[src/rtl/ram_pair_loader_pkg.sv]
// Shared types and sizing for the dual-RAM loader/verifier path.
package lab4_pkg;

  localparam int unsigned ADDR_W = 9;
  localparam int unsigned DATA_W = 8;
  localparam int unsigned DEPTH  = 512;

  typedef enum logic [2:0] {
    S_IDLE,
    S_LOAD,
    S_VERIFY,
    S_DRAIN,
    S_REPORT
  } state_e;

  function automatic logic [DATA_W-1:0] xor_fold2(input logic [DATA_W-1:0] a,
                                                  input logic [DATA_W-1:0] b);
    return a ^ b;
  endfunction

endpackage

[src/rtl/ram_pair_loader.sv]
// Fills RAM0/RAM1 from a 16-bit valid/ready stream, reads both back and
// compares XOR checksums of the readback against the accepted stream.
module ram_pair_loader
  import lab4_pkg::*;
(
  input  logic                   CLOCK_50_I,
  input  logic                   RESET_I,
  input  logic                   start,
  input  logic [2*DATA_W-1:0]    in_data,
  input  logic                   in_valid,
  output logic                   in_ready,
  output logic [ADDR_W-1:0]      write_address,
  output logic [1:0][DATA_W-1:0] write_data,
  output logic [1:0]             write_enable,
  output logic [ADDR_W-1:0]      read_address,
  input  logic [1:0][DATA_W-1:0] read_data,
  output logic                   busy,
  output logic                   done,
  output logic                   pass,
  output logic [DATA_W-1:0]      checksum
);

  localparam logic [ADDR_W-1:0] LAST_ADDR = ADDR_W'(DEPTH - 1);

  state_e                   state_q, state_d;
  logic [ADDR_W-1:0]        count_q, count_d;
  logic [DATA_W-1:0]        wsum_q, wsum_d;
  logic [DATA_W-1:0]        rsum_q, rsum_d;
  logic [1:0]               vld_q, vld_d;
  logic                     in_ready_q, in_ready_d;
  logic [ADDR_W-1:0]        wa_q, wa_d;
  logic [1:0][DATA_W-1:0]   wd_q, wd_d;
  logic [1:0]               we_q, we_d;
  logic [ADDR_W-1:0]        ra_q, ra_d;
  logic                     done_q, done_d;
  logic                     pass_q, pass_d;
  logic [DATA_W-1:0]        ck_q, ck_d;
  logic                     accept;

  assign accept = (state_q == S_LOAD) && in_valid && in_ready_q;

  always_comb begin
    state_d    = state_q;
    count_d    = count_q;
    wsum_d     = wsum_q;
    rsum_d     = rsum_q;
    in_ready_d = in_ready_q;
    wa_d       = wa_q;
    wd_d       = wd_q;
    we_d       = '0;
    ra_d       = ra_q;
    done_d     = 1'b0;
    pass_d     = pass_q;
    ck_d       = ck_q;
    // vld_q[0]: a read address is in flight; vld_q[1]: its data is on read_data now
    vld_d      = {vld_q[0], 1'b0};
    if (vld_q[1]) begin
      rsum_d = rsum_q ^ xor_fold2(read_data[0], read_data[1]);
    end

    case (state_q)
      S_IDLE: begin
        if (start) begin
          state_d    = S_LOAD;
          count_d    = '0;
          wsum_d     = '0;
          rsum_d     = '0;
          pass_d     = 1'b0;
          in_ready_d = 1'b1;
        end
      end
      S_LOAD: begin
        if (accept) begin
          wa_d    = count_q;
          wd_d[0] = in_data[DATA_W-1:0];
          wd_d[1] = in_data[2*DATA_W-1:DATA_W];
          we_d    = '1;
          wsum_d  = wsum_q ^ xor_fold2(in_data[2*DATA_W-1:DATA_W], in_data[DATA_W-1:0]);
          count_d = count_q + ADDR_W'(1);
          if (count_q == LAST_ADDR) begin
            in_ready_d = 1'b0;
            ra_d       = '0;
            vld_d[0]   = 1'b1;
            state_d    = S_VERIFY;
          end
        end
      end
      S_VERIFY: begin
        // Address DEPTH-1 is the last one issued; hold it rather than wrap.
        if (ra_q == LAST_ADDR) begin
          state_d = S_DRAIN;
        end else begin
          ra_d     = ra_q + ADDR_W'(1);
          vld_d[0] = 1'b1;
        end
      end
      S_DRAIN: begin
        if (!vld_q[0]) begin
          state_d = S_REPORT;
        end
      end
      S_REPORT: begin
        done_d  = 1'b1;
        pass_d  = (rsum_q == wsum_q);
        ck_d    = wsum_q;
        ra_d    = '0;
        state_d = S_IDLE;
      end
      default: state_d = S_IDLE;
    endcase
  end

  always_ff @(posedge CLOCK_50_I or posedge RESET_I) begin
    if (RESET_I) begin
      state_q    <= S_IDLE;
      count_q    <= '0;
      wsum_q     <= '0;
      rsum_q     <= '0;
      vld_q      <= '0;
      in_ready_q <= 1'b0;
      wa_q       <= '0;
      wd_q       <= '0;
      we_q       <= '0;
      ra_q       <= '0;
      done_q     <= 1'b0;
      pass_q     <= 1'b0;
      ck_q       <= '0;
    end else begin
      state_q    <= state_d;
      count_q    <= count_d;
      wsum_q     <= wsum_d;
      rsum_q     <= rsum_d;
      vld_q      <= vld_d;
      in_ready_q <= in_ready_d;
      wa_q       <= wa_d;
      wd_q       <= wd_d;
      we_q       <= we_d;
      ra_q       <= ra_d;
      done_q     <= done_d;
      pass_q     <= pass_d;
      ck_q       <= ck_d;
    end
  end

  assign in_ready      = in_ready_q;
  assign write_address = wa_q;
  assign write_data    = wd_q;
  assign write_enable  = we_q;
  assign read_address  = ra_q;
  assign busy          = (state_q != S_IDLE);
  assign done          = done_q;
  assign pass          = pass_q;
  assign checksum      = ck_q;

endmodule

[config.mk]
export PLATFORM = sky130hd
export DESIGN_NAME = ram_pair_loader
export DESIGN_NICKNAME = d
export VERILOG_FILES = /design/src/rtl/ram_pair_loader_pkg.sv /design/src/rtl/ram_pair_loader.sv
export SDC_FILE = /design/constraint.sdc
export NUM_CORES = 1
export LEC_CHECK = 0
export ABC_AREA = 1
export BUFFER_PORTS_ARGS = -buffer_cell sky130_fd_sc_hd__buf_2
export CAP_MARGIN = 20
export CORE_MARGIN = 3
export CORE_UTILIZATION = 50
export CTS_CLUSTER_SIZE = 16
export DETAILED_ROUTE_END_ITERATION = 6
export PLACE_DENSITY = 0.78
export SYNTH_ARGS = -nofsm -noshare
export SYNTH_HDL_FRONTEND = slang
export SYNTH_SLANG_ARGS = --single-unit
[constraint.sdc]
create_clock -name CLOCK_50_I -period 2.99 [get_ports CLOCK_50_I]
set_input_delay 0.598 -clock CLOCK_50_I [delete_from_list [all_inputs] [get_ports CLOCK_50_I]]
set_output_delay 0.598 -clock CLOCK_50_I [all_outputs]
set_load 0.1 [all_outputs]
==> metrics.md, run 1 <==
| Metric | Value |
|---|---|
| WL/cell | `12.5 microns` |
| Hold Crit Class | `input port to asynchronous set/reset pin` |
| CTS Sinks | `76` |
| Setup crit end kind | `output port` |
| Antenna Nets Post-Route | `0` |
| ANT cells | `0` |
| Die area | `8310 sq um` |
| Final hold vios | `0` |
| DR vias | `3,053` |
| Final #Nets | `565` |
| Post-synth cell types | `29` |
| WP buf/inv | `3` |
| Critical-path cell list | `nor2_2 -> inv_1 -> nor2_1 -> inv_1 -> buf_2` |
| Seq. cell area | `1900 sq um` |
| CTS clk-pin slew, worst paths | `0.07 ns` |
| Max incr delay on CP | `0.49 ns` |
| Residual DRC | `0` |
| Post-CTS setup repair buffer count | `0` |
| Syn Nets | `480` |
| Slew HR | `0.651` |
| CTS tree | `built` |
| Worst path slowest cell | `dfrtp_1` |
| Pre-Repair DR Iteration Count | `4` |
| Area of the multi-input gates | `1510 sq um` |
| WS Path Type | `register to output port` |
| First-pass GRT wire length | `13,300 microns` |
| PostCTS Resize Cnt | `0` |
| Latest clock arrival within the worst-skew pair | `0.34 ns` |
| Starting DRT DRC Count | `156` |
| RSZ-0062 raised after global routing | `no` |
| Status | `completed` |
| CTS Buf Count | `9` |
| Hpwl dp | `5680 microns` |
| Largest family of logic cells by synthesized area | `simple AND/OR/NAND/NOR gates` |
| X dimension of the die | `91.2 microns` |
| Max clock buf depth | `2` |
| Yosys top cell area share | `0.524` |
| Hold slack | `0.333 ns` |
| Synth Warn # | `0` |
| Avg Inst Size Synth | `8.25 sq um` |
| Skew final | `0.00950 ns` |
| Initial core utilization | `0.525` |
| Max Clk Rate | `0.451 GHz` |
| Final Max Slew Viols | `0` |
| Core area | `6910 sq um` |
| Standard-cell rows | `30` |
| Crit path arrival time | `1.62 ns` |
| H-Tree Depth | `3` |
| Total gr overflow | `0` |
| Share of layout cells above drive strength 1 | `0.223` |
| Area contributors post-synth | `dfrtp_1, nand2_1, o21ai_0` |
| GRT Util Overall | `0.196` |
| Initial antenna violation count | `0` |
| Area leader, netlist | `dfrtp_1` |
| Port Buf Inserts | `83` |
| Mux share of post-synthesis cell area | `0` |
| Largest net degree at the start of global routing | `77` |
| Max-cap violations | `0` |
| Fill cells | `623` |
| Vias per cell | `4.88` |
| DRT Wirelength | `7850 microns` |
| Gpl congestion | `0.873` |
| Simple-gate share of the synthesized area | `0.265` |
| Number of global-route vias before repair | `2,870` |
| Crit-path most repeated cell | `inv_1` |
| Cts hold-fix bufs | `0` |
| Min Tclk post-route | `2.22 ns` |
| Post-Synthesis Cells | `440` |
| Final setup viols | `0` |
| TNS Setup | `0 ns` |
| Die Y | `91.2 microns` |
| Synth Area in Adders | `0.0138` |
| Xor-xnor portion of the synthesized cell area | `0.0507` |
| Worst Path Required | `2.39 ns` |
| Synth Cell Area | `3630 sq um` |
| Flop and latch count out of synthesis | `76` |
| CP delay by family, top | `flip-flops` |
| Startpoint types | `register` |
| Layout area overhead | `19.2%` |
| CTS root buffer | `clkbuf_8` |
| Final period utilization | `0.742` |
| Crit-path max FO | `8` |
| Io pins | `84` |
| Slew @ Worst Pin | `0.523 ns` |
| Compound-cell area share of the yosys netlist | `0.0859` |
| Sequential fraction of the synthesis area | `0.524` |
## layout make-up
cell class                 count  area share
clock buffer                   9      0.0286
clock inverter                 7      0.0211
inverter                      37      0.0321
multi-input combinational    316       0.348
sequential                    76       0.440
tap                           96      0.0278
timing repair buffer          85       0.102
## worst reg2reg max path, stage by stage, from the launching register on
cell,delay (ns)
dfrtp_1,0.41
ha_1,0.18
nand2_1,0.09
nor2_1,0.18
nand3_1,0.12
nor2_1,0.11
ha_1,0.14
inv_1,0.04
nand3_2,0.10
nand3_1,0.10
nand2_2,0.22
nand2_1,0.09
o21ai_1,0.09
## cells by family after synthesis
kind of cell | after synthesis
AO/OA/AOI/OAI | 59
XOR/XNOR | 21
adder cells (fa/ha/maj) | 4
buffers and inverters | 48
flip-flops | 76
AND/OR/NAND/NOR | 232
## cell usage after synthesis, drive strengths merged
master,number
o21a,1
a21oi,12
buf,10
nand4,3
nor3b,2
or2,2
dfrtp,76
nor3,2
xor2,9
o21ai,45
ha,4
clkbuf,1
o21bai,1
nand3b,2
xnor2,12
nand3,21
nand2,163
inv,37
nor2,37
## final timing paths
kind | start | endpoint | slack (ns) | cells after the start
worst min register to register | vld_q[0] | vld_q[1] | 0.40 | 0
worst min-delay path | RESET_I | done | 0.33 | 3
worst max-delay path | state_q[0] | busy | 0.77 | 5
max in group asynchronous | RESET_I | count_q[3] | 2.33 | 3
min in group CLOCK_50_I | vld_q[0] | vld_q[1] | 0.40 | 0
worst max register to register | read_address[0] | read_address[3] | 1.04 | 12
## sequential cells by signal, indices dropped and copies added, names as in the netlist
name / count
write_enable: 1
wsum_q: 8
write_address: 9
read_address: 9
rsum_q: 8
done: 1
in_ready: 1
write_data: 16
count_q: 9
pass: 1
state_q: 3
vld_q: 2
checksum: 8
## layout by cell type, fill, tap and decap left out, types with 2 or more instances in the layout
master     count
nand2_1      160
buf_2         83
dfrtp_1       76
o21ai_0       37
nor2_1        35
inv_1         32
nand3_1       19
a21oi_1       12
xnor2_1       12
xor2_1         9
clkbuf_8       9
inv_2          5
o21ai_1        5
ha_1           4
nand4_1        3
nand2_2        3
o21ai_2        3
clkinv_2       3
nand3b_1       2
or2_2          2
nor3b_1        2
nor3_1         2
bufinv_16      2
## per-stage QoR
stage,utilization,instance area (sq um),worst slack [ns],std cells
after floorplan,-,3630,0.454,440
final,0.626,4330,0.772,626
after global routing,0.626,4330,0.697,626
after CTS,0.626,4330,0.777,626
after global placement,0.595,4110,1.14,610
after detailed placement,0.595,4110,1.06,610
## routing by layer
layer	GRT usage	up-vias	wire, microns
met1	0.272	1420	3650
met2	0.313	66	3780
met3	0.0298	7	318
met5	0	-	0
met4	0.0729	0	94
li1	-	1560	-
Power of run 1 is left out: the tool's default activity adds up to more than one toggle a clock period on the data nets, which glitch-free logic cannot reach.
==> run 2, diff against run 1 <==
--- a/config.mk
+++ b/config.mk
@@ -5,7 +5,7 @@
 export SDC_FILE = /design/constraint.sdc
 export NUM_CORES = 1
 export LEC_CHECK = 0
-export ABC_AREA = 1
+export ABC_AREA = 0
 export BUFFER_PORTS_ARGS = -buffer_cell sky130_fd_sc_hd__buf_2
 export CAP_MARGIN = 20
 export CORE_MARGIN = 3
==> constraint.sdc (replaced) <==
create_clock -name CLOCK_50_I -period 2.1 [get_ports CLOCK_50_I]
set_input_delay 0.42 -clock CLOCK_50_I [delete_from_list [all_inputs] [get_ports CLOCK_50_I]]
set_output_delay 0.42 -clock CLOCK_50_I [all_outputs]
set_load 0.1 [all_outputs]
==> run 2 against run 1 <==
Compared with the run above:
- the run now ends with negative setup slack left
- synthesized cell count down 18%
- critical path depth up 3
- via count shrank 5.2%
- clock-buffer cell count did not move
- sequential share of layout area decreased by 2.2 points
- area after synthesis decreased by 1.7%
- die area decreased by 1.6%
- sequential cell count is the same
- cell area increased by 5.8%
- highest routed layer unchanged
==> metrics.md, run 2 <==
| Metric | Value |
|---|---|
| Min Tclk post-route | `2.11 ns` |
| Number of global-route vias before repair | `2,902 (+1.1%)` |
| Port Buf Inserts | `83 (unchanged)` |
| Worst Path Required | `2.34 ns (-0.05 ns)` |
| CTS Buf Count | `9 (unchanged)` |
| Cell Pwr Density | `999 nW/um^2` |
| Core area | `6870 sq um (-0.54%)` |
| Yosys top cell area share | `0.533 (+0.00901)` |
| Initial core utilization | `0.519 (-0.00605)` |
| Final Max Slew Viols | `0 (unchanged)` |
| CTS clk-pin slew, worst paths | `0.10 ns (+0.03 ns)` |
| Crit-path most repeated cell | `ha_4` |
| Max Clk Rate | `0.475 GHz` |
| Initial antenna violation count | `0 (unchanged)` |
| DRT Wirelength | `7950 microns (+1.2%)` |
| Die Y | `90.5 microns (-0.79%)` |
| Post-route cell area | `4580 sq um (+5.8%)` |
| Switching part of the total power | `0.447` |
| Pre-Repair DR Iteration Count | `5 (+1)` |
| CTS root buffer | `clkbuf_8` |
| Post-Synthesis Cells | `363 (-18%)` |
| Post-place setup slack | `-0.0798 ns (-1.14 ns)` |
| GRT Util Overall | `0.207 (+0.0108)` |
| Sequential fraction of the synthesis area | `0.533 (+0.00901)` |
| CP delay by family, top | `simple AND/OR/NAND/NOR gates` |
| Area leader, netlist | `dfrtp_1` |
| Standard-cell rows | `30 (unchanged)` |
| Layout area overhead | `28.3%` |
| Most frequent cells in the layout | `nand2_1, buf_2, dfrtp_1` |
| Reg power frac | `0.420` |
| Slew HR | `0.591 (-0.0599)` |
| Max incr delay on CP | `0.49 ns (about the same)` |
| Leak pwr | `2.34 nW` |
| Max clock buf depth | `2 (unchanged)` |
| Max IR drop VDD | `0.647 mV` |
| Flop and latch count out of synthesis | `76 (unchanged)` |
| Io pins | `84 (unchanged)` |
| Crit-path max FO | `2 (-6)` |
| Latest clock arrival within the worst-skew pair | `0.36 ns (+0.02 ns)` |
| Clock power frac | `0.238` |
| Fill cells | `564 (-9.5%)` |
| Avg Inst Size Synth | `9.83 sq um (+19%)` |
| Synth Cell Area | `3570 sq um (-1.7%)` |
| Crit path arrival time | `2.35 ns (+0.73 ns)` |
| Share of layout cells above drive strength 1 | `0.340 (+0.118)` |
| CTS Sinks | `76 (unchanged)` |
| Violated checks | `negative setup slack` |
| Max FFs per register | `16 (unchanged)` |
| CTS tree | `built` |
| Post-synth top flop | `dfrtp_1` |
| Max-cap violations | `0 (unchanged)` |
| Synth Warn # | `0 (unchanged)` |
| Number of synthesized flops with an enable pin | `0 (unchanged)` |
| DP Cell Count | `547 (-10%)` |
| Hold Crit Class | `input port to asynchronous set/reset pin` |
| Final period utilization | `1.00` |
| RSZ-0062 raised after global routing | `yes` |
| Status | `finished with violations` |
| DR vias | `2,895 (-5.2%)` |
| Syn Nets | `403 (-16%)` |
| Critical-path cell list | `ha_4 -> nand3_4 -> nor2_2 -> and3_4 -> ha_4 -> or4b_4 -> or3_4 -> mux2i_1` |
| Net switching power of the design | `0.00205 W` |
| Worst setup slack after layout | `-0.00560 ns (-0.778 ns)` |
| ANT cells | `0 (unchanged)` |
| First-pass GRT wire length | `13,700 microns (+2.8%)` |
| Slew @ Worst Pin | `0.598 ns (+0.0751 ns)` |
| Finished Layout Cells | `572 (-8.6%)` |
| Area contributors post-synth | `dfrtp_1, nand2_1, xor2_1` |
| X dimension of the die | `90.5 microns (-0.79%)` |
| Setup crit end kind | `register` |
| Placed cell area | `4260 sq um (+3.7%)` |
| Final setup viols | `1 (+1)` |
| Vias per cell | `5.06 (+3.8%)` |
| Logic pwr share | `0.342` |
| Die area | `8180 sq um (-1.6%)` |
| Final hold vios | `0 (unchanged)` |
| WL/cell | `13.9 microns (+11%)` |
| Internal power | `0.00253 W` |
| Starting DRT DRC Count | `138 (-12%)` |
| Top-count cell post-synth | `nand2_1` |
| Hpwl dp | `5760 microns (+1.4%)` |
| Total gr overflow | `0 (unchanged)` |
| Largest net degree at the start of global routing | `41 (-47%)` |
| Post-synth cell types | `42 (+45%)` |
| Startpoint types | `register` |
| Antenna Nets Post-Route | `0 (unchanged)` |
| Commonest non-fill, non-tap cell in the layout | `nand2_1` |
| Residual DRC | `0 (unchanged)` |
| WP buf/inv | `0 (-3)` |
| Final #Nets | `511 (-9.6%)` |
| FFs w/ async S/R, synth | `1.00 (unchanged)` |
| Commonest cells post-synth | `nand2_1, dfrtp_1, xor2_1` |
| Gpl congestion | `0.835 (-4.4%)` |
| Cts hold-fix bufs | `0 (unchanged)` |
| H-Tree Depth | `3 (unchanged)` |
| Skew final | `0.0135 ns (+0.00397 ns)` |
| WS Path Type | `register to register` |
| Worst path slowest cell | `or4b_4` |
| Hold slack | `0.0550 ns (-0.278 ns)` |
==> run 2: cell count changes after synthesis, sizes merged, moves of 9 or more <==
cell | before | now
nor2 | 37 | 19
o21ai | 45 | 22
xor2 | 9 | 28
nand2 | 163 | 102
inv | 37 | 5
clkbuf | 1 | 10
==> run 2: final cells by class <==
| cell class | instances | area [sq um] | area share |
|---|---|---|---|
| timing repair buffer | 114 | 679 | 0.148 |
| sequential | 76 | 1910 | 0.417 |
| tap | 96 | 120 | 0.0262 |
| inverter | 5 | 22.5 | 0.00492 |
| clock buffer | 9 | 124 | 0.0271 |
| multi-input combinational | 265 | 1660 | 0.362 |
| clock inverter | 7 | 63.8 | 0.0139 |
==> run 2: worst paths after layout <==
kind | cells past startpoint | slack (ns) | startpoint | end
setup / recovery | 8 | -0.006 | read_address[1] | read_address[7]
max in group asynchronous | 3 | 1.43 | RESET_I | read_address[2]
hold / removal | 2 | 0.06 | RESET_I | write_data[1]
hold reg to reg | 0 | 0.43 | vld_q[0] | vld_q[1]
min in group CLOCK_50_I | 3 | 0.27 | in_data[2] | write_data[2]
setup reg to reg | 8 | -0.006 | read_address[1] | read_address[7]
==> run 2: metrics by stage <==
step | setup TNS (ns) | util | total power (W)
floorplan | -1.58 | - | 0.00318
global placement | -0.0223 | 0.621 | 0.00349
detailed placement | -0.204 | 0.621 | 0.00353
CTS | -0.0642 | 0.660 | 0.00461
global route | -0.125 | 0.666 | 0.00481
finish | -0.00560 | 0.666 | 0.00457
==> run 2: power groups by stage <==
stage	registers [W]	clock network [W]	logic, W
detailed placement	0.00195	0	0.00158
global route	0.00196	0.00119	0.00166
finish	0.00192	0.00109	0.00156
floorplan	0.00274	0	0.000443
global placement	0.00194	0	0.00155
CTS	0.00192	0.00111	0.00158
==> run 2: layer usage <==
layer  up-vias  part of all wire  GRT usage  routed length, microns
met5         -                 0          0                       0
li1       1427                 -          -                       -
met4         0             0.011     0.0612                      87
met3         6             0.048     0.0492                     385
met1      1379              0.45      0.266                    3540
met2        83              0.50      0.348                    3940
==> run 2: logic make-up after synthesis <==
kind of cell               share of synthesized area
and+or+nand+nor                                0.206
AOI/OAI and AO/OA                             0.0870
adders and majority gates                     0.0140
DFF                                            0.533
xor gates and xnor gates                      0.0908
muxes                                         0.0400
buffers and inverters                         0.0288
==> run 2: timing repair <==
action,4_1_cts,5_1_grt
buffers inserted,8,1
resized for setup,2,8
pin swaps,6,2
setup endpoints to repair,3,6
Power figures use the tool's default switching activity.
